`src/rtl/mul_ctrl_pkg.sv`:
```
// mul_ctrl_pkg: RV32M multiply funct3 codes, operand sign encodings and response entry type.
package mul_ctrl_pkg;
  typedef enum logic [2:0] {
    MUL    = 3'b000,
    MULH   = 3'b001,
    MULHSU = 3'b010,
    MULHU  = 3'b011
  } funct3_e;
  localparam logic [1:0] SIGN_UU = 2'b00;
  localparam logic [1:0] SIGN_SU = 2'b10;
  localparam logic [1:0] SIGN_SS = 2'b11;
  localparam int RD_MAX_W = 8;
  typedef struct packed {
    logic [RD_MAX_W-1:0] rd;
    logic [31:0]         data;
  } resp_entry_t;
endpackage

```
`src/rtl/mul_resp_fifo.sv`:
```
// mul_resp_fifo: first-word-fall-through FIFO; a push into an empty FIFO is visible on the
// output in the same cycle, and a simultaneous pop consumes it without touching storage.
module mul_resp_fifo #(
  parameter int DEPTH = 4,
  parameter int W     = 32
) (
  input  logic         clk,
  input  logic         rst_n,
  input  logic         clr_i,
  input  logic         push_i,
  input  logic [W-1:0] din_i,
  input  logic         pop_i,
  output logic         valid_o,
  output logic [W-1:0] dout_o
);
  localparam int PW = (DEPTH > 1) ? $clog2(DEPTH) : 1;
  localparam int CW = $clog2(DEPTH + 1);
  logic [W-1:0] mem_q [DEPTH];
  logic [PW-1:0] rptr_q, rptr_d, wptr_q, wptr_d;
  logic [CW-1:0] cnt_q, cnt_d;
  logic empty, full, wr, rd;
  always_comb begin
    empty   = cnt_q == '0;
    full    = cnt_q == CW'(DEPTH);
    wr      = push_i && !(empty && pop_i) && !clr_i;
    rd      = pop_i && !empty;
    valid_o = !empty || push_i;
    dout_o  = !empty ? mem_q[rptr_q] : (push_i ? din_i : '0);
    wptr_d  = wr ? ((wptr_q == PW'(DEPTH - 1)) ? '0 : wptr_q + PW'(1)) : wptr_q;
    rptr_d  = rd ? ((rptr_q == PW'(DEPTH - 1)) ? '0 : rptr_q + PW'(1)) : rptr_q;
    cnt_d   = cnt_q + CW'(wr) - CW'(rd);
    if (clr_i) begin
      wptr_d = '0;
      rptr_d = '0;
      cnt_d  = '0;
    end
  end
  always_ff @(posedge clk or negedge rst_n) begin
    if (!rst_n) begin
      rptr_q <= '0;
      wptr_q <= '0;
      cnt_q  <= '0;
      for (int i = 0; i < DEPTH; i++) mem_q[i] <= '0;
    end else begin
      rptr_q <= rptr_d;
      wptr_q <= wptr_d;
      cnt_q  <= cnt_d;
      if (wr) mem_q[wptr_q] <= din_i;
    end
  end
`ifndef SYNTHESIS
  a_no_overflow: assert property (@(posedge clk) disable iff (!rst_n) !(push_i && full))
    else $error("push into full response FIFO");
`endif
endmodule

```
`src/rtl/mul_issue_ctrl.sv`:
```
// mul_issue_ctrl: credit-based issue control for a fixed-latency RV32M multiplier.
// Define MUL_PERF_EN to build the issue and blocked-cycle performance counters.
module mul_issue_ctrl
  import mul_ctrl_pkg::*;
#(
  parameter int LAT  = 3,
  parameter int RD_W = 5
) (
  input  logic            clk,
  input  logic            rst_n,
  input  logic            req_valid_i,
  output logic            req_ready_o,
  input  logic [2:0]      req_funct3_i,
  input  logic [RD_W-1:0] req_rd_i,
  input  logic            flush_i,
  output logic            mul_start_o,
  output logic [1:0]      mul_sign_o,
  output logic            mul_higher_o,
  input  logic [31:0]     res_data_i,
  output logic            resp_valid_o,
  input  logic            resp_ready_i,
  output logic [RD_W-1:0] resp_rd_o,
  output logic [31:0]     resp_data_o,
  output logic [31:0]     perf_issue_o,
  output logic [31:0]     perf_block_o
);
  localparam int CW = $clog2(LAT + 2);
  if (RD_W > RD_MAX_W) begin : g_rd_w_check
    $error("RD_W exceeds RD_MAX_W of the response entry");
  end
  logic [LAT-1:0] vld_q, vld_d;
  logic [RD_W-1:0] tag_q [LAT];
  logic [RD_W-1:0] tag_d [LAT];
  logic [CW-1:0] cnt_q, cnt_d;
  logic issue, push, pop, fifo_valid;
  resp_entry_t push_ent, pop_ent;
  // ready is gated by rst_n so nothing issues while the block is held in reset
  always_comb begin
    req_ready_o  = rst_n && !flush_i && (cnt_q < CW'(LAT + 1));
    issue        = req_valid_i && req_ready_o;
    mul_start_o  = issue;
    mul_sign_o   = !issue ? SIGN_UU :
                   (req_funct3_i == MULH)   ? SIGN_SS :
                   (req_funct3_i == MULHSU) ? SIGN_SU : SIGN_UU;
    mul_higher_o = issue && (req_funct3_i != MUL);
    vld_d        = flush_i ? '0 : ((vld_q << 1) | LAT'(issue));
    tag_d[0]     = req_rd_i;
    for (int i = 1; i < LAT; i++) tag_d[i] = tag_q[i-1];
    push          = vld_q[LAT-1] && !flush_i;
    push_ent.rd   = RD_MAX_W'(tag_q[LAT-1]);
    push_ent.data = res_data_i;
    resp_valid_o  = fifo_valid;
    pop           = fifo_valid && resp_ready_i && !flush_i;
    resp_rd_o     = pop_ent.rd[RD_W-1:0];
    resp_data_o   = pop_ent.data;
    cnt_d         = flush_i ? '0 : cnt_q + CW'(issue) - CW'(pop);
  end
  always_ff @(posedge clk or negedge rst_n) begin
    if (!rst_n) begin
      vld_q <= '0;
      cnt_q <= '0;
      for (int i = 0; i < LAT; i++) tag_q[i] <= '0;
    end else begin
      vld_q <= vld_d;
      cnt_q <= cnt_d;
      for (int i = 0; i < LAT; i++) tag_q[i] <= tag_d[i];
    end
  end
  mul_resp_fifo #(
    .DEPTH(LAT + 1),
    .W    ($bits(resp_entry_t))
  ) u_fifo (
    .clk    (clk),
    .rst_n  (rst_n),
    .clr_i  (flush_i),
    .push_i (push),
    .din_i  (push_ent),
    .pop_i  (pop),
    .valid_o(fifo_valid),
    .dout_o (pop_ent)
  );
`ifdef MUL_PERF_EN
  logic [31:0] perf_issue_q, perf_issue_d, perf_block_q, perf_block_d;
  always_comb begin
    perf_issue_d = perf_issue_q + 32'(issue);
    perf_block_d = perf_block_q + 32'(req_valid_i && !req_ready_o);
  end
  always_ff @(posedge clk or negedge rst_n) begin
    if (!rst_n) begin
      perf_issue_q <= '0;
      perf_block_q <= '0;
    end else begin
      perf_issue_q <= perf_issue_d;
      perf_block_q <= perf_block_d;
    end
  end
  assign perf_issue_o = perf_issue_q;
  assign perf_block_o = perf_block_q;
`else
  assign perf_issue_o = '0;
  assign perf_block_o = '0;
`endif
`ifndef SYNTHESIS
  a_funct3_legal: assert property (@(posedge clk) disable iff (!rst_n) !(req_valid_i && req_funct3_i[2]))
    else $error("unsupported funct3 %b presented", req_funct3_i);
  a_tag_upper_zero: assert property (@(posedge clk) disable iff (!rst_n) !resp_valid_o || ((pop_ent.rd >> RD_W) == '0))
    else $error("response tag upper bits nonzero");
`endif
endmodule

```
`config.mk`:
```
export PLATFORM = sky130hd
export DESIGN_NAME = mul_issue_ctrl
export DESIGN_NICKNAME = d
export VERILOG_FILES = /design/src/rtl/mul_ctrl_pkg.sv /design/src/rtl/mul_resp_fifo.sv /design/src/rtl/mul_issue_ctrl.sv
export SDC_FILE = /design/constraint.sdc
export NUM_CORES = 1
export LEC_CHECK = 0
export CAP_MARGIN = 10
export CORE_ASPECT_RATIO = 0.75
export CORE_UTILIZATION = 54
export DETAILED_ROUTE_END_ITERATION = 12
export GPL_ROUTABILITY_DRIVEN = 0
export GPL_TIMING_DRIVEN = 0
export MAX_ROUTING_LAYER = met4
export PLACE_DENSITY = 0.81
export SETUP_SLACK_MARGIN = 0.5
export SLEW_MARGIN = 25
export SYNTH_ARGS = -nofsm -noshare
export SYNTH_HDL_FRONTEND = slang
export SYNTH_SLANG_ARGS = --single-unit
```
`constraint.sdc`:
```
create_clock -name clk -period 2.8 [get_ports clk]
set_input_delay 0.42 -clock clk [delete_from_list [all_inputs] [get_ports clk]]
set_output_delay 0.42 -clock clk [all_outputs]
set_load 0.01 [all_outputs]
```
==> flow_summary.json <==
{
  "r2r_cells": 12,
  "cp_max_fo": 5,
  "syn_area_um2": 9040,
  "total_power_mw": 7.17,
  "fin_crit_ps": 2590,
  "reg2reg_to": "cnt_q[1]",
  "whs_path_depth": 0,
  "outcome": "finished clean",
  "core_area_um2": 16200,
  "finalSetupViolations": 0,
  "final.setup_skew_ps": 17.2,
  "place_area_um2": 10500,
  "start_kind": "flop",
  "end_kind": "output pin",
  "synth_edf_count": 0,
  "drc_errors": 0,
  "r2r_slack_ps": 230,
  "most-common-layout-cells": "dfrtp_1 (173), mux2_4 (120), buf_4 (77)",
  "dp_slack_ps": -381,
  "cp.arrival_ps": 2170,
  "drive_gt1_frac": 0.519,
  "antenna_found_initial": 0,
  "hp-class": "reg2reg",
  "cp_slowest_cell": "dfrtp_1",
  "wl_per_cell_um": 20.5,
  "dr_total_vias": 5315,
  "finalInstanceArea_um2": 11500,
  "routed_via_density": 5.40,
  "grt_max_degree": 80,
  "cpMostUsedCell": "buf_12",
  "clock_latency_ps": 440,
  "path_clk_slew_ps": 70,
  "firstDrtPassIters": 4,
  "globalRouteTotalUtil": 0.251,
  "path_delay_family": "buffers and inverters",
  "leakagePower_nw": 5.61,
  "synth_seq_area_share": 0.487,
  "max_freq_mhz": 386,
  "antenna_cells": 0,
  "root_buffer": "clkbuf_16",
  "final_antenna_net_count": 0,
  "cap_violations": 0,
  "final_nets": 818,
  "netlist_instances": 561,
  "hold_end": "push_ent[36]",
  "num-fill-cells": 1013,
  "yosysUniqueCellTypes": 33,
  "die_width_um": 151,
  "clockBufferDepth": 2,
  "async_flop_share": 1.00,
  "syn_area_per_cell_um2": 16.1,
  "fin_crit_sh": 0.924,
  "vdd_ir_drop_max_uv": 484,
  "yosys_warnings": 0,
  "path_class": "reg2out",
  "ys.flop_type": "dfrtp_1",
  "cts_buffers": 17,
  "grt_overflow": 0,
  "grt_first_pass_wirelength_um": 31300,
  "synth-seq-cells": 176,
  "dieHeight_um": 114,
  "cts_tree": "yes",
  "path_buf_inv": 5,
  "drv_slew": 0,
  "crit_chain": "or3_4 > buf_8 > nor2_4 > buf_12 > buf_12 > buf_16 > a22o_1 > buf_2",
  "final_common_cell": "dfrtp_1",
  "die_area_um2": 17300,
  "start_util": 0.559,
  "worst_slack_ps": 212,
  "rsz0062_at_grt": "yes",
  "powerDensity_nw_per_um2": 622,
  "hp-start": "tag_d[4]",
  "cts_sinks": 176,
  "io_buffers": 87,
  "grt_pass1_vias": 5610,
  "rr_startpoint": "u_fifo.cnt_q[0]",
  "syn2layout_area_growth_pct": 27.4,
  "rows": 40,
  "pin_count": 152,
  "totalWireLength_um": 20200,
  "cts_max_level": 4,
  "max_stage_delay_ps": 390,
  "dpl.hpwl_um": 12400,
  "setup-tns-final_ps": 0,
  "hold_violations": 0,
  "worstPathRequired_ps": 2380,
  "drt_iter0_drc": 323
}
## timing repair
item                       CTS  global route
cloned                       4             2
pin swaps                   14            27
buffers inserted            14             7
resized for setup          182            42
hold endpoints to repair    97             3
setup endpoints to repair   46            40
hold buffers                 3             1
## metrics by stage
| step | cells | utilization | hold slack (ps) |
|---|---|---|---|
| 3_5_place_dp | 922 | 0.647 | 335 |
| 3_3_place_gp | 921 | 0.645 | 333 |
| 6_report | 985 | 0.713 | 347 |
| 5_1_grt | 985 | 0.713 | 356 |
| 4_1_cts | 975 | 0.706 | 2.74 |
| 2_1_floorplan | 624 | - | 124 |
## worst max path at each step
stage / endpoint / slack, ps / start / cells after the start
after floorplan: cnt_q[2] / 450 / u_fifo.cnt_q[1] / 12
after global placement: u_fifo.cnt_q[1] / -5970 / rst_n / 1
after detailed placement: resp_data_o[17] / -380 / flush_i / 7
after CTS: resp_rd_o[1] / 230 / u_fifo.cnt_q[0] / 7
after global routing: resp_data_o[1] / 150 / u_fifo.cnt_q[0] / 8
final: resp_data_o[29] / 210 / u_fifo.cnt_q[0] / 8
## layout make-up
type,count,area [um^2],share of cell area
buffer,98,987,0.0857
multi-input combinational,342,4050,0.351
timing repair buffer,119,1200,0.104
tap,210,263,0.0228
clock buffer,18,439,0.0381
inverter,8,30.0,0.00261
sequential,176,4410,0.383
clock inverter,14,145,0.0126
## cell families after synthesis
kind of cell	after synthesis	synth area share
multiplexers	187	0.329
XOR/XNOR	5	0.00484
buffers and inverters	106	0.0973
AND/OR/NAND/NOR	34	0.0260
adder cells (fa/ha/maj)	11	0.0169
AO/OA/AOI/OAI	41	0.0387
other	1	0.000415
flip-flops	176	0.487
## registers in the layout, summed over array words and instances (netlist names)
| register | count |
|---|---|
| u_fifo.rptr_q | 2 |
| u_fifo.wptr_q | 2 |
| tag_d | 10 |
| u_fifo.cnt_q | 3 |
| cnt_q | 3 |
| u_fifo.mem_q | 148 |
| vld_q | 3 |
| push_ent | 5 |
## where the power goes
group / switching [mW] / leakage (nW) / total [mW] / internal (mW)
Sequential: 0.130 / 2.39 / 2.86 / 2.73
Combinational: 0.836 / 2.94 / 1.96 / 1.12
Clock: 1.07 / 0.284 / 2.35 / 1.28
Total: 2.03 / 5.61 / 7.17 / 5.13
## worst register-to-register path: stages (launching register included)
cell,delay (ps)
dfrtp_1,390
or3_4,390
buf_8,140
buf_4,130
buf_12,130
nor2_4,80
nor3b_2,50
ha_1,290
inv_1,60
ha_2,170
inv_2,40
fa_2,520
nor2_1,40
## cells in the mapped netlist, types with 4 or more instances
master / n / area [um^2]
nor3b_2: 4 / 50.1
nor3b_1: 4 / 30.0
a22o_1: 37 / 324
mux4_2: 37 / 833
buf_2: 10 / 50.1
ha_1: 9 / 113
dfrtp_1: 176 / 4400
buf_6: 4 / 45.0
buf_4: 65 / 488
buf_12: 12 / 240
mux2_4: 120 / 1800
clkbuf_1: 7 / 26.3
mux2_2: 29 / 327
inv_1: 8 / 30.0
nor2_1: 8 / 30.0
nor2b_1: 4 / 25.0
## layer usage
| layer | vias up | part of all wire | global-route usage |
|---|---|---|---|
| met5 | - | 0 | - |
| met4 | 0 | 0.012 | 0.0613 |
| met3 | 17 | 0.044 | 0.0526 |
| met2 | 167 | 0.52 | 0.399 |
| met1 | 2820 | 0.43 | 0.332 |
| li1 | 2311 | - | - |
(Power assumes the default switching activity.)
